## src/rtl/memory_arbiter.sv

```systemverilog
// ---------------------------------------------------------------------------
// memory_arbiter
//
// Shares one CPU-style memory bus between two masters (m0 = CPU, m1 =
// debug/DMA). Each master gets a one-entry request buffer. Pending requests
// are granted round-robin and issued downstream one at a time. The response
// is routed back to the owning master. A watchdog completes a transaction
// that never sees memory_ready, returning zero data and pulsing bus_error.
//
// Ports:
//   clk, rst                  clock, asynchronous active-low reset
//   mN_valid/instr/addr/
//     wdata/wstrb             master N request (wstrb == 0 means read)
//   mN_rdata, mN_ready        master N response data and completion pulse
//   memory_valid/instr/addr/
//     wdata/wstrb             downstream request (valid is a one-cycle pulse)
//   memory_rdata, memory_ready downstream response
//   bus_error                 one-cycle pulse alongside a timed-out completion
//
// Parameter:
//   TIMEOUT  cycles (counted from the issue cycle) to wait for memory_ready,
//            2..65535
// ---------------------------------------------------------------------------
module memory_arbiter #(
    parameter int unsigned TIMEOUT = 64
) (
    input  logic        clk,
    input  logic        rst,

    input  logic        m0_valid,
    input  logic        m0_instr,
    input  logic [31:0] m0_addr,
    input  logic [31:0] m0_wdata,
    input  logic [3:0]  m0_wstrb,
    output logic [31:0] m0_rdata,
    output logic        m0_ready,

    input  logic        m1_valid,
    input  logic        m1_instr,
    input  logic [31:0] m1_addr,
    input  logic [31:0] m1_wdata,
    input  logic [3:0]  m1_wstrb,
    output logic [31:0] m1_rdata,
    output logic        m1_ready,

    output logic        memory_valid,
    output logic        memory_instr,
    output logic [31:0] memory_addr,
    output logic [31:0] memory_wdata,
    output logic [3:0]  memory_wstrb,
    input  logic [31:0] memory_rdata,
    input  logic        memory_ready,

    output logic        bus_error
);

    typedef enum logic [1:0] {
        IDLE  = 2'd0,
        ISSUE = 2'd1,
        WAIT  = 2'd2,
        RESP  = 2'd3
    } state_t;

    localparam logic [15:0] TIMEOUT_LAST = 16'(TIMEOUT - 1);

    state_t      state;
    state_t      state_next;

    // Per-master request buffers
    logic        pend0;
    logic        buf0_instr;
    logic [31:0] buf0_addr;
    logic [31:0] buf0_wdata;
    logic [3:0]  buf0_wstrb;
    logic        pend1;
    logic        buf1_instr;
    logic [31:0] buf1_addr;
    logic [31:0] buf1_wdata;
    logic [3:0]  buf1_wstrb;

    logic        owner;
    logic        last_grant;
    logic [15:0] timeout_cnt;
    logic        err_q;

    logic        grant;
    logic        grant_sel;
    logic        timeout_hit;
    logic        resp_capture;
    logic [31:0] resp_data;

    // Outputs that are pure functions of the FSM state
    assign memory_valid = (state == ISSUE);
    assign m0_ready     = (state == RESP) && !owner;
    assign m1_ready     = (state == RESP) &&  owner;
    assign bus_error    = (state == RESP) && err_q;

    always_ff @(posedge clk or negedge rst) begin
        if (!rst) begin
            state <= IDLE;
        end else begin
            state <= state_next;
        end
    end

    // Next state, grant decision and response capture. Ready beats timeout
    // when both land in the same WAIT cycle.
    always_comb begin
        state_next   = state;
        grant        = 1'b0;
        grant_sel    = 1'b0;
        timeout_hit  = 1'b0;
        resp_capture = 1'b0;
        resp_data    = 32'h0;
        case (state)
            IDLE: begin
                if (pend0 || pend1) begin
                    grant      = 1'b1;
                    grant_sel  = (pend0 && pend1) ? ~last_grant : pend1;
                    state_next = ISSUE;
                end
            end
            ISSUE: begin
                if (memory_ready) begin
                    resp_capture = 1'b1;
                    resp_data    = memory_rdata;
                    state_next   = RESP;
                end else begin
                    state_next = WAIT;
                end
            end
            WAIT: begin
                if (memory_ready) begin
                    resp_capture = 1'b1;
                    resp_data    = memory_rdata;
                    state_next   = RESP;
                end else if (timeout_cnt == TIMEOUT_LAST) begin
                    timeout_hit  = 1'b1;
                    resp_capture = 1'b1;
                    state_next   = RESP;
                end
            end
            RESP: begin
                state_next = IDLE;
            end
            default: begin
                state_next = IDLE;
            end
        endcase
    end

    // Request buffers. A new valid is accepted when the buffer is empty, or
    // in the very cycle the previous request completes (the master is allowed
    // to chain its next request onto its ready pulse).
    always_ff @(posedge clk or negedge rst) begin
        if (!rst) begin
            pend0      <= 1'b0;
            buf0_instr <= 1'b0;
            buf0_addr  <= 32'h0;
            buf0_wdata <= 32'h0;
            buf0_wstrb <= 4'h0;
            pend1      <= 1'b0;
            buf1_instr <= 1'b0;
            buf1_addr  <= 32'h0;
            buf1_wdata <= 32'h0;
            buf1_wstrb <= 4'h0;
        end else begin
            if (m0_valid && (!pend0 || m0_ready)) begin
                pend0      <= 1'b1;
                buf0_instr <= m0_instr;
                buf0_addr  <= m0_addr;
                buf0_wdata <= m0_wdata;
                buf0_wstrb <= m0_wstrb;
            end else if (m0_ready) begin
                pend0 <= 1'b0;
            end

            if (m1_valid && (!pend1 || m1_ready)) begin
                pend1      <= 1'b1;
                buf1_instr <= m1_instr;
                buf1_addr  <= m1_addr;
                buf1_wdata <= m1_wdata;
                buf1_wstrb <= m1_wstrb;
            end else if (m1_ready) begin
                pend1 <= 1'b0;
            end
        end
    end

    // Downstream request registers, ownership, round-robin pointer and the
    // watchdog. The counter reads 0 in ISSUE and k in the k-th cycle after it.
    always_ff @(posedge clk or negedge rst) begin
        if (!rst) begin
            memory_instr <= 1'b0;
            memory_addr  <= 32'h0;
            memory_wdata <= 32'h0;
            memory_wstrb <= 4'h0;
            owner        <= 1'b0;
            last_grant   <= 1'b1;
            timeout_cnt  <= 16'h0;
        end else begin
            if (grant) begin
                memory_instr <= grant_sel ? buf1_instr : buf0_instr;
                memory_addr  <= grant_sel ? buf1_addr  : buf0_addr;
                memory_wdata <= grant_sel ? buf1_wdata : buf0_wdata;
                memory_wstrb <= grant_sel ? buf1_wstrb : buf0_wstrb;
                owner        <= grant_sel;
                last_grant   <= grant_sel;
                timeout_cnt  <= 16'h0;
            end else if (state == ISSUE || state == WAIT) begin
                timeout_cnt <= timeout_cnt + 16'd1;
            end
        end
    end

    // Response data is latched per master so each side keeps its last value
    // between its own completions.
    always_ff @(posedge clk or negedge rst) begin
        if (!rst) begin
            m0_rdata <= 32'h0;
            m1_rdata <= 32'h0;
            err_q    <= 1'b0;
        end else if (resp_capture) begin
            err_q <= timeout_hit;
            if (owner) begin
                m1_rdata <= resp_data;
            end else begin
                m0_rdata <= resp_data;
            end
        end
    end

endmodule

```

## config.mk

```make
export PLATFORM = sky130hd
export DESIGN_NAME = memory_arbiter
export DESIGN_NICKNAME = d
export VERILOG_FILES = /design/src/rtl/memory_arbiter.sv
export SDC_FILE = /design/constraint.sdc
export NUM_CORES = 1
export LEC_CHECK = 0
export CAP_MARGIN = 30
export CORE_MARGIN = 10
export CORE_UTILIZATION = 29
export DETAILED_ROUTE_END_ITERATION = 10
export MAX_ROUTING_LAYER = met4
export PLACE_DENSITY_LB_ADDON = 0.08
export SYNTH_ARGS = -nofsm -noshare
export SYNTH_HDL_FRONTEND = slang
export SYNTH_SLANG_ARGS = --single-unit
export TNS_END_PERCENT = 20
```

## constraint.sdc

```tcl
create_clock -name clk -period 1.8 [get_ports clk]
set_input_delay 0.27 -clock clk [delete_from_list [all_inputs] [get_ports clk]]
set_output_delay 0.27 -clock clk [all_outputs]
set_load 0.05 [all_outputs]
```

==> After elaboration in Yosys (flattened, before gate mapping) <==
Cells that the tools add are included.
{ "totals": {"reg_bits": 294, "latch_bits": 0, "ram_bits": 0, "mem_bits_ro": 0, "output_inout_bits": 137, "mem_count": 0} }
{ "op_classes": {"n_addsub": 1, "multipliers": 0, "div_mod_pow": 0, "n_lt_le_gt_ge": 0, "n_eq_ne": 6, "shift": 0, "n_mux": 28, "n_bitwise": 2, "reduce_logical": 21} }
{ "ops": {"columns": ["op", "count"], "rows": [
  ["$mux 32", 4],
  ["$mux 16", 2],
  ["$add 16x1->16 const B", 1],
  ["$eq 16x6->1 const B", 1],
  ["$mux 1", 16],
  ["$pmux 2 s4", 1],
  ["$logic_and 1x1->1", 6],
  ["$mux 2", 3],
  ["$reduce_and 2->1", 3],
  ["$reduce_bool 2->1", 3],
  ["$eq 2x2->1 const B", 2],
  ["$logic_or 1x1->1", 4],
  ["$mux 4", 1],
  ["$logic_not 1->1", 3],
  ["$ne 3x3->1 const B", 1],
  ["$eq 2x1->1 const B", 1],
  ["$logic_not 2->1", 1],
  ["$ne 2x2->1 const B", 1],
  ["$not 1->1", 2],
  ["$pmux 1 s2", 1],
  ["$reduce_or 2->1", 1]
]} }

==> Depth between registers and ports, before layout <==
Gate-level depths: netlist of run 1.
{ "logic_depth": {"word_depth": 5, "depth_mapped": 8, "depth_no_buf": 6} }

==> Worst setup path before layout of run 1 <==
Ideal clock, no wire load.
{ "synth_path": {"path_type": "register to register", "from": "reg state[0]", "to": "reg buf0_wdata[10]", "setup_time_ps": 125, "arrival_ps": 2344, "setup_slack_ps": -669, "stages_incl_launch_ff": 9, "path_buffers": 3, "period_less_slack_ps": 2469, "cell_sequence": "dfrtp_1 ha_1 nor2b_1 nand2b_1 and2_1 buf_2 buf_6 buf_6 mux2_4"} }
{ "synth_via": {"elab_chain_cells": 4} }
{ "synth_lines": {"columns": ["item", "line_no", "rtl"], "rows": [
  ["start, declared", "66", "state_t state;"],
  ["start signal, assigned", "102", "state <= state_next;"],
  ["$eq 2x2->1", "94", "assign m0_ready = (state == RESP) && !owner;"],
  ["$logic_and 1x1->1", "94", null],
  ["via m0_ready", "36", "output logic m0_ready,"],
  ["$logic_or 1x1->1", "168", "if (m0_valid && (!pend0 || m0_ready)) begin"],
  ["$logic_and 1x1->1", "168", null],
  ["end signal, assigned", "172", "buf0_wdata <= m0_wdata;"],
  ["end, declared", "73", "logic [31:0] buf0_wdata;"]
]} }
The timed path passes the listed nets, and every way through them passes these cells.
A chain may end at the register's enable or synchronous reset.

==> Final worst setup path of run 1 <==
{ "layout_path": {"from": "reg state[0]", "to": "out m0_ready"} }
{ "layout_via": {"elab_chain_cells": 2} }
{ "layout_lines": {"columns": ["item", "line_no"], "rows": [
  ["$eq 2x2->1", "94"],
  ["$logic_and 1x1->1", "94"],
  ["end, declared", "36"]
]} }
No other way between the ends.

==> qor.csv, run 1 <==
stage;metric;value;unit
synthesis;post-synth cell types;38;
timing;Final Max Tran Viols;0;
floorplan;io pins;312;
pwr;power consumption;0.0360;W
floorplan;Die H;221;um
detailed_routing;Final ANT Viol Nets;0;
finish;commonest non-fill, non-tap cell in the layout;dfrtp_1;
detailed_routing;DR iter-0 viols;427;
place;HPWL Detailed;25.3;mm
pwr;P_leak;7.85;nW
finish;Area Growth Syn to Fin;47.1;%
synthesis;Ys Warns;0;
finish;nets@finish;1415;
synthesis;post-synthesis average cell area;13.6;sq um
detailed_routing;DRT Wirelength;36.6;mm
critical_path;worst path required time;1.53;ns
critical_path;reg-to-reg startpoint;state[1]$_DFFE_PN0P_;
detailed_routing;routed vias;8246;
synthesis;Post-synth EDFFs;0;
global_routing;number of global-route vias before repair;8971;
synthesis;#FFs+latches synth;294;
clock_network;Skew-Pair Late Insertion Delay;0.53;ns
synthesis;share of the synthesized area in the top cell type;0.625;
clock_network;CTS max path bufs;3;
finish;layout cells sized above 1;0.322;
floorplan;die area;48900;sq um
floorplan;core footprint;39900;sq um
floorplan;row cnt;73;
global_routing;grt total ovfl;0;
timing;setup ws final;-0.0341;ns
place;pre-CTS worst setup slack;-0.0419;ns
synthesis;synthesized cell area;11700;sq um
critical_path;Worst Setup EP;m0_ready;
detailed_routing;Avg Vias per Cell;4.61;
critical_path;R2R cell count;6;
timing;RSZ-0062 raised after global routing;yes;
synthesis;Mapped Cells;863;
clock_network;CTS Buf Count;36;
timing;Least-Margin Pin Slew;0.514;ns
global_routing;total track usage;0.148;
outcome;outcome;complete, but fails checks;
place;IO buf count;311;
synthesis;area leader, netlist;dfrtp_1;
clock_network;CTS tree;built;
global_routing;largest net degree at the start of global routing;55;
synthesis;Post-synth ARST share;1.00;
pwr;Cell Pwr Density;2080;nW/um^2
hold_path;worst hold path type;in2async;
floorplan;Chip Width;221;um
detailed_routing;drt first pass iters;4;
clock_network;root buffer cell;clkbuf_16;
clock_network;CTS clk-pin slew, worst paths;0.06;ns
timing;Final period util;1.02;
clock_network;H-tree Lvls;2;
global_routing;initial antenna violation count;9;
timing;Hold WS;0.236;ns
detailed_routing;Post-route DRC;0;
detailed_routing;Avg WL per Cell;20.4;um
pwr;worst vdd ir;0.880;mV
run;Max-cap violations;0;
timing;Final Skew;0.0119;ns
timing;setup tns final;-0.787;ns
synthesis;top_reg_cell synth;dfrtp_1;
timing;Final Hold Viols;0;
global_routing;first-pass GRT wire length;55.8;mm
timing;Max Freq;545;MHz
timing;# setup viols final;52;
place;Final Wtd Congestion;0.727;
critical_path;R2R Setup Slk;-0.03;ns
outcome;failing checks;setup timing;
timing;min Tclk post-route;1.83;ns
synthesis;sequential area share after synthesis;0.627;
timing;worst rel slew slack;0.659;
critical_path;CP arrival;1.56;ns
synthesis;Mapped Nets;1043;
floorplan;Initial Utilization;0.294;
critical_path;Worst Setup Path Type;reg2out;
critical_path;CP Capture Type;output port;
clock_network;Clock Sinks;294;
critical_path;CP Launch Type;register;
finish;most frequent cells in the layout;dfrtp_1, clkdlybuf4s50_1, buf_4;
critical_path;crit-path max FO;3;
critical_path;Critical Path Start;state[0]$_DFFE_PN0P_;
critical_path;RR Endpoint;buf0_addr[6]$_DFFE_PN0P_;
synthesis;largest cells by area after synthesis;dfrtp_1, mux2_2, mux2i_1, a22o_1, o21ai_0;
worst max-delay path: stages, from the launching register on:
cell	delay [ns]
dfrtp_1	0.40
ha_2	0.22
nor2b_4	0.13
buf_4	0.14
buf_12	0.14
metal layers:
layer  vias up  wire length [um]  GRT usage  part of all wire
li1       3841                 -          -                 -
met1      4136             16300      0.184              0.45
met2       223             17100      0.224              0.47
met3        46              2490     0.0490             0.068
met4         0               665     0.0429             0.018
met5         -                 0          -                 0
state kept, by name (all words and copies together), names as in the netlist:
name and flops:
m1_rdata 32, err_q 1, pend1 1, buf0_wdata 32, pend0 1, buf0_wstrb 4, last_grant 1, memory_addr 32
memory_wstrb 4, buf1_wdata 32, memory_wdata 32, timeout_cnt 16, buf0_instr 1, buf0_addr 32, m0_rdata 32, buf1_instr 1
memory_instr 1, state 2, buf1_addr 32, buf1_wstrb 4, owner 1
power breakdown:
group | switching (W) | internal (W)
clock network | 0.00279 | 0.00431
registers | 0.00170 | 0.00978
logic | 0.0101 | 0.00727
total | 0.0146 | 0.0214
how the worst min path moves through the flow:
stage          start                           end  slack, ns  cells past startpoint
6_report         rst    buf1_wdata[10]$_DFFE_PN0P_       0.24                      2
5_1_grt          rst    buf1_wdata[10]$_DFFE_PN0P_       0.26                      2
4_1_cts          rst   memory_wdata[8]$_DFFE_PN0P_       0.24                      2
3_5_place_dp     rst  memory_wdata[10]$_DFFE_PN0P_       0.22                      1
3_3_place_gp     rst  memory_wdata[10]$_DFFE_PN0P_       0.22                      1
2_1_floorplan    rst      buf0_addr[0]$_DFFE_PN0P_      -0.03                      0
cell usage after synthesis (3+ instances only):
library cell,n
a21oi_1,3
a22o_1,64
a31oi_1,3
and2_1,3
buf_2,30
clkbuf_1,21
dfrtp_1,293
ha_1,5
inv_1,6
mux2_2,128
mux2_4,10
mux2i_1,72
nand2_1,79
nand2b_1,5
nand3_1,6
nand4_1,5
nor2_1,18
nor4_1,5
o21ai_0,72
xnor2_1,7
xor2_1,5
final cells by class:
class                      count  area (sq um)
antenna                       10          25.0
clock buffer                  52          1050
clock inverter                 6          85.1
fill                        3755         22700
inverter                       6          22.5
multi-input combinational    510          4260
sequential                   294          7360
tap                          525           657
timing repair buffer         387          3800
kinds of logic after synthesis:
logic type      share of synthesized area
flops                               0.627
mux                                 0.197
compound gates                     0.0888
simple gates                       0.0493
buf+inv                            0.0234
xor+xnor                          0.00896
fa+ha+maj                         0.00533
through the flow:
step | area, sq um | std cells | util
after floorplan | 11700 | 863 | -
after global placement | 15800 | 1712 | 0.396
after detailed placement | 15800 | 1712 | 0.396
after CTS | 17000 | 1771 | 0.425
after global routing | 17300 | 1789 | 0.432
final | 17300 | 1790 | 0.432
what timing repair did:
item	CTS	global route
hold buffers	1	0
gates resized for setup	29	20
pin swaps	1	9
endpoints found under the setup margin	115	135
setup buffers	0	3
endpoints found under the hold margin	49	0
cloned	0	6
Note: power is estimated with default switching activity, not from simulation.
==> inputs of run 2 (changes only) <==
==> constraint.sdc (replaced) <==
create_clock -name clk -period 2.2 [get_ports clk]
set_input_delay 0.33 -clock clk [delete_from_list [all_inputs] [get_ports clk]]
set_output_delay 0.33 -clock clk [all_outputs]
set_load 0.05 [all_outputs]
==> qor.csv, run 2 (same netlist as run 1, synthesis figures left out) <==
stage;metric;value;unit;change
critical_path;Worst Setup Path Type;reg2out;;
finish;footprint of the multi-input gates;4140;sq um;-2.8%
detailed_routing;DRT Wirelength;34.9;mm;-4.4%
floorplan;Die H;221;um;unchanged
timing;Final Max Tran Viols;0;;unchanged
run;Max-cap violations;0;;unchanged
critical_path;highest-delay cell along the critical path;clkdlybuf4s50_1;;
timing;setup tns final;0;ns;+0.787 ns
timing;worst rel slew slack;0.586;;-0.0727
critical_path;max incr delay on CP;0.87;ns;+0.47 ns
clock_network;Clock Sinks;294;;unchanged
finish;most frequent cells in the layout;clkdlybuf4s50_1, dfrtp_1, mux2_2;;
finish;layout cells sized above 1;0.200;;-0.122
clock_network;CTS Buf Count;35;;-2.8%
detailed_routing;Avg WL per Cell;20.0;um;-2.3%
pwr;worst vdd ir;0.614;mV;-30%
critical_path;R2R cell count;7;;+1
global_routing;first-pass GRT wire length;54.7;mm;-2.1%
clock_network;postcts setup bufs;0;;unchanged
timing;Final period util;0.962;;
floorplan;io pins;312;;unchanged
critical_path;worst path required time;1.87;ns;+0.34 ns
critical_path;CP Launch Type;register;;
finish;nets@finish;1374;;-2.9%
global_routing;GR peak layer;met2;;
critical_path;critical path depth;1;;-3
finish;Layout fillers;3768;;+0.35%
critical_path;RR Endpoint;m1_rdata[5]$_DFFE_PN0P_;;
timing;RSZ-0062 raised after global routing;no;;
global_routing;met1 Resource Use GR;0.178;;-0.00615
clock_network;CTS clk-pin slew, worst paths;0.06;ns;about the same
outcome;outcome;completed;;
place;DP Cell Count;1681;;-1.8%
timing;# setup viols final;0;;-100%
critical_path;cell breakdown of the critical path;clkdlybuf4s50_1;;
finish;fin cells;1751;;-2.2%
timing;Max Freq;473;MHz;
floorplan;die area;48900;sq um;unchanged
detailed_routing;routed vias;8018;;-2.8%
place;Final Wtd Congestion;0.780;;+7.3%
place;IO buf count;311;;unchanged
timing;Final Hold Viols;0;;unchanged
clock_network;H-tree Lvls;2;;unchanged
critical_path;crit-path max FO;2;;-1
floorplan;Chip Width;221;um;unchanged
floorplan;Initial Utilization;0.294;;unchanged
critical_path;reg-to-reg startpoint;state[0]$_DFFE_PN0P_;;
global_routing;routing usage on met3;0.0468;;-0.00224
floorplan;row cnt;73;;unchanged
clock_network;root buffer cell;clkbuf_16;;
finish;register area;7360;sq um;unchanged
global_routing;total track usage;0.146;;-0.00197
detailed_routing;drt first pass iters;4;;unchanged
place;HPWL Detailed;24.7;mm;-2.5%
timing;setup ws final;0.0841;ns;+0.118 ns
finish;commonest non-fill, non-tap cell in the layout;clkdlybuf4s50_1;;
detailed_routing;Post-route DRC;0;;unchanged
global_routing;number of global-route vias before repair;8754;;-2.4%
critical_path;kind of cell adding the most delay to the critical path;buffers and inverters;;
hold_path;worst hold path type;in2async;;
finish;Area Growth Syn to Fin;44.9;%;
floorplan;core footprint;39900;sq um;unchanged
global_routing;met2 Track Usage GR;0.225;;+0.000687
timing;min Tclk post-route;2.12;ns;
clock_network;CTS max path bufs;3;;unchanged
detailed_routing;DR iter-0 viols;334;;-22%
timing;Least-Margin Pin Slew;0.619;ns;+0.105 ns
critical_path;R2R Setup Slk;0.24;ns;+0.27 ns
timing;Final Skew;0.00874;ns;-0.00313 ns
global_routing;initial antenna violation count;7;;-2
global_routing;largest net degree at the start of global routing;80;;+45%
detailed_routing;Avg Vias per Cell;4.58;;-0.60%
critical_path;WP buf/inv;1;;-1
global_routing;grt total ovfl;0;;unchanged
clock_network;Skew-Pair Late Insertion Delay;0.53;ns;about the same
critical_path;CP Capture Type;output port;;
clock_network;CTS tree;built;;
critical_path;CP arrival;1.79;ns;+0.23 ns
detailed_routing;Final ANT Viol Nets;0;;unchanged
pwr;P_leak;7.39;nW;-5.9%
place;pre-CTS worst setup slack;0.245;ns;+0.287 ns
pwr;Cell Pwr Density;1710;nW/um^2;-18%
[run 2: cell count changes in the layout (fill, tap and decap cells not counted), moves of 4 or more]
cell	before	now
buf_12	26	19
clkdlybuf4s50_1	173	306
mux2_4	14	10
dlygate4sd2_1	22	0
buf_4	156	20
clkbuf_8	7	14
clkbuf_16	42	37
ha_1	1	5
mux2_2	124	128
nor4_1	1	5
[run 2: worst max-delay path by stage]
stage / endpoint / from / slack, ns
3_5_place_dp: m1_rdata[2]$_DFFE_PN0P_ / state[0]$_DFFE_PN0P_ / 0.25
5_1_grt: memory_wstrb[0] / memory_wstrb[0]$_DFFE_PN0P_ / 0.01
6_report: memory_wstrb[0] / memory_wstrb[0]$_DFFE_PN0P_ / 0.08
2_1_floorplan: buf0_wdata[10]$_DFFE_PN0P_ / state[0]$_DFFE_PN0P_ / 0.01
4_1_cts: memory_wstrb[0] / memory_wstrb[0]$_DFFE_PN0P_ / 0.03
3_3_place_gp: m1_rdata[10]$_DFFE_PN0P_ / state[0]$_DFFE_PN0P_ / 0.29
[run 2: layout make-up]
| cell class | count | area share |
|---|---|---|
| flip-flops and latches | 294 | 0.433 |
| multi-input cells | 510 | 0.243 |
| repair buffers | 347 | 0.213 |
| clock buffers | 57 | 0.0671 |
| well taps | 525 | 0.0386 |
| clock inverters | 5 | 0.00294 |
| inverters | 6 | 0.00132 |
| diodes | 7 | 0.00103 |
[run 2: stage by stage]
step           instance area, sq um   util  total power, W  hold WS (ns)
5_1_grt                       17000  0.426          0.0309         0.374
3_5_place_dp                  15800  0.396          0.0235         0.324
2_1_floorplan                 11700      -          0.0185        0.0344
6_report                      17000  0.426          0.0291         0.348
3_3_place_gp                  15800  0.396          0.0234         0.327
4_1_cts                       17000  0.426          0.0296         0.349
[run 2: per-layer routing]
layer / part of all wire / vias up
met5: 0 / -
met4: 0.021 / 0
met3: 0.071 / 47
met2: 0.46 / 216
met1: 0.45 / 3996
li1: - / 3759
[run 2: power by group]
group / total (W) / switching (W) / leakage, nW / internal, W
clock network: 0.00591 / 0.00227 / 0.594 / 0.00365
logic: 0.0137 / 0.00792 / 3.20 / 0.00578
registers: 0.00944 / 0.00143 / 3.60 / 0.00800
[run 2: repair_timing]
item | CTS | global route
hold buffers | 1 | 0
gates resized for setup | 0 | 0
endpoints found under the hold margin | 43 | 0
==> inputs of run 3 (changes only) <==
--- a/config.mk
+++ b/config.mk
@@ -8,6 +8,7 @@
 export CAP_MARGIN = 30
 export CORE_MARGIN = 10
 export CORE_UTILIZATION = 29
+export CTS_CLUSTER_SIZE = 30
 export DETAILED_ROUTE_END_ITERATION = 10
 export MAX_ROUTING_LAYER = met4
 export PLACE_DENSITY_LB_ADDON = 0.08
==> results of run 3 <==
Same layout as run 2: the final DEF is identical, and so are final timing and power.
